===== src/rtl/bsg_cover_pkg.sv =====
// Shared types and helpers for the toggle-coverage producer/collector pair.
// ID encoding: id = base + 2*idx + dir, with dir in bit 0.
package bsg_cover_pkg;

  typedef enum logic {
    e_cover_fall = 1'b0,
    e_cover_rise = 1'b1
  } cover_dir_e;

  localparam int cover_cnt_width_lp = 32;

  function automatic int cover_id(
    input int         base,
    input int         idx,
    input cover_dir_e dir
  );
    return base + 2 * idx + int'(dir);
  endfunction

endpackage


===== src/rtl/bsg_cover_toggle_rr_pick.sv =====
// Round-robin picker over a request vector with a grant-hold input.
// While held, the previously presented grant is kept stable.
module bsg_cover_toggle_rr_pick
  #(parameter int width_p = 2)
  (
    input  logic                       clk_i,
    input  logic                       reset_n_i,
    input  logic [width_p-1:0]         req_i,
    input  logic                       hold_i,
    input  logic                       yumi_i,
    output logic                       v_o,
    output logic [$clog2(width_p)-1:0] idx_o,
    output logic [width_p-1:0]         one_hot_o
  );

  localparam int lg_lp = $clog2(width_p);

  logic [lg_lp-1:0] ptr_r;
  logic [lg_lp-1:0] lock_idx_r;
  logic             lock_v_r;
  logic [lg_lp-1:0] scan_idx;
  logic             scan_v;

  always_comb begin
    int j;
    scan_idx = '0;
    scan_v   = 1'b0;
    j        = 0;
    for (int k = 0; k < width_p; k++) begin
      j = int'(ptr_r) + k;
      if (j >= width_p) j = j - width_p;
      if (!scan_v && req_i[j]) begin
        scan_v   = 1'b1;
        scan_idx = lg_lp'(j);
      end
    end
  end

  assign v_o       = |req_i;
  assign idx_o     = lock_v_r ? lock_idx_r : scan_idx;
  assign one_hot_o = v_o ? (width_p'(1) << idx_o) : '0;

  always_ff @(posedge clk_i or negedge reset_n_i) begin
    if (!reset_n_i) begin
      ptr_r      <= '0;
      lock_v_r   <= 1'b0;
      lock_idx_r <= '0;
    end else begin
      if (yumi_i)
        ptr_r <= (idx_o == lg_lp'(width_p - 1)) ? '0 : idx_o + lg_lp'(1);
      lock_v_r   <= hold_i;
      lock_idx_r <= idx_o;
    end
  end

endmodule


===== src/rtl/bsg_cover_toggle_encoder.sv =====
// Toggle-coverage producer: per-bit rise/fall events queued and emitted as IDs.
// BSG_COVER_TOGGLE_COALESCE_CNT_EN builds the saturating coalesced-event counter.
module bsg_cover_toggle_encoder
  import bsg_cover_pkg::*;
  #(parameter int num_signals_p = 16,
    parameter int width_p       = 10,
    parameter int id_base_p     = 0)
  (
    input  logic                          core_clk_i,
    input  logic                          core_reset_n_i,
    input  logic                          en_i,
    input  logic [num_signals_p-1:0]      signals_i,
    output logic                          v_o,
    output logic [width_p-1:0]            data_o,
    input  logic                          ready_i,
    output logic [cover_cnt_width_lp-1:0] coalesced_o
  );

  localparam int nb_lp = 2 * num_signals_p;
  localparam int lg_lp = $clog2(nb_lp);

  if (id_base_p % 2 != 0) begin : g_bad_base
    $error("id_base_p must be even");
  end
  if (longint'(id_base_p + nb_lp - 1) >= (longint'(1) << width_p)) begin : g_bad_width
    $error("width_p too small for id_base_p + 2*num_signals_p");
  end

  logic [num_signals_p-1:0] prev_r;
  logic                     primed_r;
  logic [nb_lp-1:0]         pending_r;
  logic [nb_lp-1:0]         set_vec;
  logic [nb_lp-1:0]         clr_vec;
  logic [nb_lp-1:0]         one_hot;
  logic [lg_lp-1:0]         pick_idx;
  logic                     pick_v;
  logic                     yumi;
  logic                     hold;

  always_comb begin
    set_vec = '0;
    if (en_i && primed_r) begin
      for (int i = 0; i < num_signals_p; i++) begin
        set_vec[2*i+1] =  signals_i[i] & ~prev_r[i];
        set_vec[2*i]   = ~signals_i[i] &  prev_r[i];
      end
    end
  end

  assign yumi    = pick_v & ready_i;
  assign hold    = pick_v & ~ready_i;
  assign clr_vec = yumi ? one_hot : '0;

  bsg_cover_toggle_rr_pick #(.width_p(nb_lp)) u_pick (
    .clk_i     (core_clk_i),
    .reset_n_i (core_reset_n_i),
    .req_i     (pending_r),
    .hold_i    (hold),
    .yumi_i    (yumi),
    .v_o       (pick_v),
    .idx_o     (pick_idx),
    .one_hot_o (one_hot)
  );

  assign v_o    = pick_v;
  assign data_o = pick_v
    ? width_p'(cover_id(id_base_p, int'(pick_idx) >> 1, cover_dir_e'(pick_idx[0])))
    : '0;

  always_ff @(posedge core_clk_i or negedge core_reset_n_i) begin
    if (!core_reset_n_i) begin
      prev_r    <= '0;
      primed_r  <= 1'b0;
      pending_r <= '0;
    end else begin
      prev_r    <= signals_i;
      primed_r  <= 1'b1;
      pending_r <= (pending_r & ~clr_vec) | set_vec;
    end
  end

`ifdef BSG_COVER_TOGGLE_COALESCE_CNT_EN
  logic [nb_lp-1:0]              coal_hits;
  logic [cover_cnt_width_lp:0]   coal_sum;
  logic [cover_cnt_width_lp-1:0] coal_r;

  // a set landing on a bit that stays pending loses one event's multiplicity
  assign coal_hits = set_vec & pending_r & ~clr_vec;
  assign coal_sum  = {1'b0, coal_r} + (cover_cnt_width_lp + 1)'($countones(coal_hits));

  always_ff @(posedge core_clk_i or negedge core_reset_n_i) begin
    if (!core_reset_n_i)
      coal_r <= '0;
    else
      coal_r <= coal_sum[cover_cnt_width_lp] ? '1 : coal_sum[cover_cnt_width_lp-1:0];
  end

  assign coalesced_o = coal_r;
`else
  assign coalesced_o = '0;
`endif

endmodule


===== config.mk =====
export PLATFORM = sky130hd
export DESIGN_NAME = bsg_cover_toggle_encoder
export DESIGN_NICKNAME = d
export VERILOG_FILES = /design/src/rtl/bsg_cover_pkg.sv /design/src/rtl/bsg_cover_toggle_rr_pick.sv /design/src/rtl/bsg_cover_toggle_encoder.sv
export SDC_FILE = /design/constraint.sdc
export NUM_CORES = 1
export LEC_CHECK = 0
export CORE_UTILIZATION = 35
export CTS_BUF_LIST = sky130_fd_sc_hd__clkbuf_8 sky130_fd_sc_hd__clkbuf_16
export CTS_CLUSTER_DIAMETER = 100
export DETAILED_ROUTE_END_ITERATION = 8
export MAX_ROUTING_LAYER = met4
export SLEW_MARGIN = 20
export SYNTH_ARGS = -nofsm -noshare
export SYNTH_HDL_FRONTEND = slang
export SYNTH_SLANG_ARGS = --single-unit

===== constraint.sdc =====
create_clock -name core_clk_i -period 12.48 [get_ports core_clk_i]
set_input_delay 2.496 -clock core_clk_i [delete_from_list [all_inputs] [get_ports core_clk_i]]
set_output_delay 2.496 -clock core_clk_i [all_outputs]
set_load 0.02 [all_outputs]

Word-level counts from Yosys, hierarchy flattened
Index checks and enable logic that the tools add are counted.
- add/sub/neg operators: 65
- $lt $le $gt $ge: 64
- equality and inequality tests: 1
- shifts and indexed selects: 1
- multiplexer cells: 197
- bitwise gates (word level): 70
- reduce and logical (&&, ||, !) cells: 64
- operators with widths (cell ; number):
    $mux 32 ; 35
    $lt 32x7->1 const B ; 32
    $ge 32x7->1 const B ; 31
    $sub 32x7->32 const B ; 31
    $mux 5 ; 34
    $bmux 1 s5 ; 32
    $add 5x5->6 const B ; 16
    $mux 1 ; 95
    $add 5x4->6 const B ; 8
    $and 1x1->1 ; 34
    $not 1->1 ; 33
    $and 32x32->32 ; 1
    $logic_and 1x1->1 ; 32
    $not 32->32 ; 1
    $or 32x32->32 ; 1
    $reduce_or 32->1 ; 1
    $shl 1x5->32 const A ; 1
    $logic_not 1->1 ; 31
    $add 5x3->6 const B ; 4
    $add 5x2->6 const B ; 2
    $sub 5x6->7 const B ; 1
    $add 5x1->6 ; 1
    $add 5x1->6 const B ; 1
    $ge 5x6->1 const B ; 1
    3 further kinds ; 3
- register bits after elaboration: 60
- input port bits: 20
- output and inout bits: 43
- word-level logic and storage cells: 468

Depth between registers and ports, before layout
Gate-level depths: netlist of run 1.
- depth in word-level cells: 106
- gate-level depth with buffers: 27
- depth with buffers taken out: 19

Modules after synthesis
Synthesis of run 1 repeated with hierarchy kept, for this count alone.
- cell total of the unflattened synthesis: 1136
- area total of the unflattened synthesis: 10054.6 um^2
- by module, submodules not included (module ; times used ; cells each ; area an instance (um^2) ; seq. area each (um^2)):
    bsg_cover_toggle_rr_pick ; 1 ; 932 ; 7746.2 ; 275.3
    bsg_cover_toggle_encoder ; 1 ; 204 ; 2308.5 ; 1226.2

Least setup slack after synthesis of run 1
Ideal clock, no wire load.
- path type: register to output
- start: register u_pick.ptr_r[1]
- end: output data_o[1]
- arrival: 6426 ps
- data required time: 9984 ps
- path slack: 3558 ps
- stages on the path, launching flop included: 25
- buffers on the path: 9
- path through: dfrtp_1 -> buf_2 -> buf_2 -> buf_2 -> buf_1 -> inv_1 -> clkbuf_1 -> ha_1 -> buf_2 -> buf_2 -> mux2_2 -> mux2_2 -> mux4_2 -> mux2i_1 -> nand2_1 -> nor4_1 -> nand3_2 -> or3_1 -> o22ai_1 -> mux2i_1 -> o21ai_0 -> a21o_1 -> buf_2 -> buf_2 -> and2_1
- word-level cells in the longest chain between the ends: 102
- elaborated cells between the ends (all ways): 351
- classes of those cells: add/sub (64); order compare (32); mux (193); reduce/logical (62)
- ends and longest elaborated chain (item ; RTL line ; text):
    start: declaration ; bsg_cover_toggle_rr_pick.sv:18 ; logic [lg_lp-1:0] ptr_r;
    start signal: assignment ; bsg_cover_toggle_rr_pick.sv:50 ; ptr_r <= (idx_o == lg_lp'(width_p - 1)) ? '0 : idx_o + lg_lp'(1);
    parallel branches: the longest is 98 deep, another holds $sub 32x7->32 ; -- ;
    $mux 5 (*) ; bsg_cover_toggle_rr_pick.sv:32 ; if (!scan_v && req_i[j]) begin
    $mux 5 (*) ; bsg_cover_toggle_rr_pick.sv:40 ; assign idx_o = lock_v_r ? lock_idx_r : scan_idx;
    via pick_idx[1] ; bsg_cover_toggle_encoder.sv:35 ; logic [lg_lp-1:0] pick_idx;
    $add 5x1->6 (*) ; bsg_cover_pkg.sv:17 ; return base + 2 * idx + int'(dir);
    $mux 6 (*) ; bsg_cover_toggle_encoder.sv:67 ; ? width_p'(cover_id(id_base_p, int'(pick_idx) >> 1, cover_dir_e'(pick_idx[0])))
    end: declaration ; bsg_cover_toggle_encoder.sv:14 ; output logic [width_p-1:0] data_o,
Mark *: on every way through the listed nets, which the timed path passes. The select of a mux whose other input is x is not followed.

Worst setup path after layout of run 1
- start: register u_pick.ptr_r[2]
- end: output data_o[1]
- word-level cells in the longest chain between the ends: 102
- elaborated cells between the ends (all ways): 351
- classes of those cells: add/sub (64); order compare (32); mux (193); reduce/logical (62)
- ends and longest elaborated chain (item ; RTL line):
    parallel branches: the longest is 98 deep, another holds $sub 32x7->32 ; --
    $mux 5 (*) ; bsg_cover_toggle_rr_pick.sv:32
    $mux 5 (*) ; bsg_cover_toggle_rr_pick.sv:40
    $add 5x1->6 (*) ; bsg_cover_pkg.sv:17
    $mux 6 (*) ; bsg_cover_toggle_encoder.sv:67
Every way passes the cells marked *. The select of a mux whose other input is x is not followed.

==> results of run 1 <==
[sequential cells by signal, summed over array words and instances, names as in the netlist]
name and count:
prev_r 16, u_pick.ptr_r 5, u_pick.lock_idx_r 5, u_pick.lock_v_r 1
primed_r 1, pending_r 32
[critical path: stages, from the launching register on]
cell and delay [ns]:
dfrtp_1 0.96, buf_4 0.37, clkinv_1 0.52, ha_1 0.50, xnor2_1 0.24, buf_4 0.25
mux4_2 0.35, or3_1 0.34, and4_1 0.31, nor4bb_1 0.62, nand4_2 0.43, nor4_2 0.64
nand3_1 0.21, o22ai_1 0.20, mux2i_1 0.08, o21ai_0 0.10, a21o_1 0.11, buf_4 0.30
and2_1 0.18, clkdlybuf4s50_1 0.60
[per-stage QoR]
stage	hold WS [ns]	setup slack [ns]	utilization, %	cell area, sq um
floorplan	0.433	3.56	-	9590
global placement	0.438	2.78	37.5	9850
detailed placement	0.449	2.84	37.5	9860
CTS	0.462	2.45	38.8	10200
global route	0.471	1.91	38.8	10200
finish	0.454	2.29	38.8	10200
[cell families (layout without fill, tap and decap cells)]
group,after synthesis,after routing,synth area share [%]
multiplexers,204,204,31.1
AO/OA/AOI/OAI,272,272,21.3
XOR/XNOR,30,30,2.78
AND/OR/NAND/NOR,336,336,18.8
other,2,39,0.0794
adder cells (fa/ha/maj),14,14,1.85
flip-flops,60,60,15.9
buffers and inverters,157,111,8.18
[cell usage in the layout (no fill, tap or decap), types with 8 or more instances in the layout]
cell type	instances
nor2_1	59
or3_1	9
o21ai_0	51
mux2_1	8
buf_4	21
a21oi_1	39
o211ai_1	10
dfrtp_1	58
a31oi_1	13
mux4_2	65
ha_1	14
inv_1	43
nor3_1	26
o22ai_1	16
clkdlybuf4s50_1	24
clkbuf_16	9
nand3b_1	11
mux2i_1	67
xnor2_1	17
nand3_1	24
a211oi_1	11
a32o_1	10
nand2b_1	12
nand4_1	12
o31ai_1	17
xor2_1	10
nor2b_1	10
and2_1	10
mux2_2	64
nor4_1	13
nand2_1	108
conb_1	38
[area by class of cell]
cell class,count,area share (%)
multi-input cells,894,72.0
flip-flops and latches,60,14.8
well taps,335,4.11
repair buffers,46,3.95
clock buffers,10,2.35
inverters,49,1.85
clock inverters,6,0.872
diodes,1,0.0246
[per-layer routing]
| metal | vias up | wire length (um) | GRT usage (%) |
|---|---|---|---|
| met1 | 4503 | 14900 | 35.8 |
| met3 | 104 | 3390 | 4.62 |
| met5 | - | 0 | - |
| met2 | 587 | 15600 | 38.3 |
| met4 | 0 | 2160 | 15.0 |
| li1 | 4084 | - | - |
[path summary, 6_finish.rpt]
kind	from	end	cells past startpoint
worst min-delay path	prev_r[14]	pending_r[29]	1
worst min register to register	prev_r[14]	pending_r[29]	1
worst max register to register	u_pick.ptr_r[1]	pending_r[25]	17
min in group asynchronous	core_reset_n_i	u_pick.lock_v_r	2
worst max-delay path	u_pick.ptr_r[2]	data_o[1]	19
max in group asynchronous	core_reset_n_i	u_pick.ptr_r[1]	2
==> metrics.cfg, run 1 <==
[drt]
wl_per_cell_um=25.7
totalWireLength_um=36000
via_per_inst=6.62
drc_errors=6
ant_nets=0
drt_iter0_drc=1003
vias=9278
firstDrtPassIters=9

[clock_tree]
cts.sink_count=60
clk_pin_slew_worst_paths_ns=0.06
ctsHoldBuffers=0
worstSkewPairLatency_ns=0.33
postCtsSetupBuffers=0
post_cts_resized=0
ctsLongestPathBuffers=2
cts_tree=yes
h-tree-depth=3
root_buffer=clkbuf_16
numCtsBuffers=9

[flow_run]
max_cap_violations=0

[floorplan]
start_util_pct=36.0
core_area_sq_um=26300
dieArea_sq_um=27700
die_w_um=166
num_rows=59
die_y_um=166
pin_count=63

[global_route]
antenna_found_initial=1
overflow=0
grt_pass1_vias=8725
grt_pass1_wl_um=55200
grt_max_degree=72
track_usage_pct=26.8

[worst_hold_path]
min_path_type=reg -> reg

[layout]
final-instance-count-excl-fill=1401
final_nets=1094
multi_input_area_sq_um=7340
area_delta_synth_final_pct=7.73
fillers=2664
final-seq-area_sq_um=1510
drive_gt1_share_pct=19.0

[place]
hpwlAfterDp_um=27500
gp_congestion=1.07
dp_cells=1384
port_buffers=25

[critical_path]
crit_required_ns=9.98
startpoint_type=flip-flop
critPathCaptureType=output pin
worst_ep_arrival_time_ns=7.70
path_max_fanout=34
critPathKind=reg -> out
reg2reg_slack_ns=4.77

[logic_synthesis]
synthFlopType=dfrtp_1
yosys_warnings=0
syn_inst=1075
syn-cell-area_sq_um=9460
synth_area_leaders=dfrtp_1 16%, mux4_2 15%, mux2_2 7.6%, mux2i_1 7.1%, nand2_1 4.3%
synth_edf_count=0
async_flop_share_pct=100
synth_most_common_cell=nand2_1
yosysUniqueCellTypes=95
yosys-top-cells-count=108 x nand2_1, 67 x mux2i_1, 65 x mux4_2
synth_top_cell_by_area=dfrtp_1
syn_avg_cell_area_sq_um=8.80
synth_top_area_share_pct=15.9
ys_seq_area_share_pct=15.9
ys_ff_latch=60

[sta]
fmax_ghz=0.0981
tns_ns=0
slew_headroom_pct=30.8
fin_crit_sh_pct=81.7
rsz0062_at_grt=no
period_minus_slack_ns=10.19
slew_viol_final=0
setup_viol_count_final=0
finClkSkew_ns=0.00874
worst_slew_pin_slew_ns=1.03
hold_violations=0

[status]
status=complete, but fails checks
violations=design-rule violations

Power of run 1 is not shown: default switching activity piles up to over one toggle a cycle in this logic, so the estimate is an artifact.
==> inputs of run 2 (changes only) <==
Clock period 12.48 ns to 8.4 ns, I/O delays scaled along.
==> run 2 against run 1 <==
The flow still finishes with violations (design-rule violations). Hold slack better by 0.016 ns. Sequential share of layout area down 0.45 points. Sequential cell count unchanged. Wire length up 5.3%. Via count up 2.4%. Critical path type unchanged.
==> metrics.cfg, run 2 (synthesis results as in run 1) <==
[status]
status=complete, but fails checks
violations=design-rule violations

[clock_tree]
numCtsBuffers=9  ; unchanged
h-tree-depth=3  ; unchanged
cts.sink_count=60  ; unchanged
root_buffer=clkbuf_16
ctsHoldBuffers=0  ; unchanged
worstSkewPairLatency_ns=0.33  ; about the same
clk_pin_slew_worst_paths_ns=0.05  ; about the same
cts_tree=yes
ctsLongestPathBuffers=2  ; unchanged
postCtsSetupBuffers=0  ; unchanged

[critical_path]
path_max_fanout=11  ; -68%
critPathKind=reg -> out
critPathBufInv=2  ; -3
path_delay_family=compound AO/OA/AOI/OAI gates
r2r_end=u_pick.ptr_r[1]
reg2regPathDepth=19  ; +2
crit_required_ns=6.72  ; -3.26 ns
cpPeakStageDelay_ns=0.62  ; -0.34 ns
crit_top_cell=mux4_2
reg2reg_slack_ns=1.47  ; -3.30 ns
startpoint_type=flip-flop
reg2reg_from=u_pick.ptr_r[1]
cp_slowest_cell=mux4_2
worst_ep_arrival_time_ns=6.45  ; -1.25 ns
crit_chain=ha_1 -> xnor2_4 -> mux4_2 -> mux4_2 -> a2111oi_4 -> o211ai_4 -> buf_4 -> nor2_2 -> a31oi_1 -> a221oi_2 -> a211oi_1 -> or4_1 -> a31o_2 -> nor2_1 -> clkdlybuf4s50_1
critPathCaptureType=output pin

[sta]
rsz0062_at_grt=no
hold_violations=0  ; unchanged
tns_ns=0  ; unchanged
fin_crit_sh_pct=96.8
setup_viol_count_final=0  ; unchanged
finClkSkew_ns=0.00520  ; -0.00354 ns
worst_slew_pin_slew_ns=0.951  ; -0.0834 ns
slew_headroom_pct=36.1  ; +5.4 points
period_minus_slack_ns=8.13
slew_viol_final=0  ; unchanged
fmax_ghz=0.123

[layout]
area_delta_synth_final_pct=11.1
diodes=0  ; -1
top_regs=pending_r (32), prev_r (16)
final_nets=1136  ; +3.8%
final_common_cell=nand2_1
largest-register=pending_r
drive_gt1_share_pct=22.4  ; +3.4 points
fillers=2685  ; +0.79%
largest_reg_flops=32  ; unchanged
layout_common_cells=108 x nand2_1, 67 x mux2i_1, 65 x mux4_2

[floorplan]
dieArea_sq_um=27700  ; unchanged
die_y_um=166  ; unchanged
start_util_pct=36.0  ; unchanged
num_rows=59  ; unchanged
core_area_sq_um=26300  ; unchanged
pin_count=63  ; unchanged
die_w_um=166  ; unchanged

[global_route]
track_usage_pct=28.0  ; +1.1 points
antenna_found_initial=0  ; -1
grt_pass1_wl_um=56800  ; +3.0%
grt_max_degree=61  ; -15%
grt_pass1_vias=8799  ; +0.85%
overflow=0  ; unchanged

[worst_hold_path]
holdCritStartpoint=prev_r[14]
holdPathEnd=pending_r[29]
hold_path_depth=1  ; unchanged
min_path_type=reg -> reg

[drt]
totalWireLength_um=37900  ; +5.3%
via_per_inst=6.59  ; -0.50%
vias=9502  ; +2.4%
drc_errors=4  ; -2
wl_per_cell_um=26.3  ; +2.3%
firstDrtPassIters=9  ; unchanged
ant_nets=0  ; unchanged
drt_iter0_drc=1198  ; +19%

[place]
hpwlAfterDp_um=29700  ; +8.1%
port_buffers=25  ; unchanged
gp_congestion=1.01  ; -5.7%

[flow_run]
max_cap_violations=0  ; unchanged

[run 2: how the worst max path moves through the flow]
stage,end,startpoint,cells after the start
after CTS,data_o[4],u_pick.ptr_r[1],15
final,data_o[4],u_pick.ptr_r[1],15
after global placement,data_o[3],u_pick.ptr_r[1],14
after global routing,data_o[3],u_pick.ptr_r[0],16
after detailed placement,data_o[4],u_pick.ptr_r[1],15
after floorplan,data_o[1],u_pick.ptr_r[1],24
[run 2: per-stage QoR]
step | worst slack (ns) | hold WS, ns | util [%] | area, sq um | instances
2_1_floorplan | 0.294 | 0.433 | - | 9590 | 1111
3_3_place_gp | 0.118 | 0.438 | 38.7 | 10200 | 1426
3_5_place_dp | 0.594 | 0.461 | 38.7 | 10200 | 1426
4_1_cts | 0.216 | 0.468 | 39.9 | 10500 | 1442
5_1_grt | 0.0185 | 0.500 | 40.0 | 10500 | 1442
6_report | 0.266 | 0.470 | 40.0 | 10500 | 1442
[run 2: final cells by class]
| cell class | instances | area, sq um | share of cell area [%] |
|---|---|---|---|
| Sequential cell | 60 | 1510 | 14.3 |
| Inverter | 49 | 189 | 1.80 |
| Clock buffer | 9 | 225 | 2.14 |
| Clock inverter | 7 | 76.3 | 0.726 |
| Tap cell | 335 | 419 | 3.99 |
| Multi-Input combinational cell | 894 | 7370 | 70.1 |
| Timing Repair Buffer | 88 | 722 | 6.87 |
[run 2: what timing repair did]
action | 4_1_cts | 5_1_grt
endpoints found under the hold margin | 0 | 0
resized for setup | 0 | 5
endpoints found under the setup margin | 0 | 2
[run 2: layer usage]
layer	global-route usage [%]	up-vias	wire length (um)
met5	-	-	0
li1	-	4170	-
met4	10.7	0	1380
met3	3.43	73	3430
met1	37.7	4705	15900
met2	42.7	554	17200
Power of run 2 is left out for the same reason.
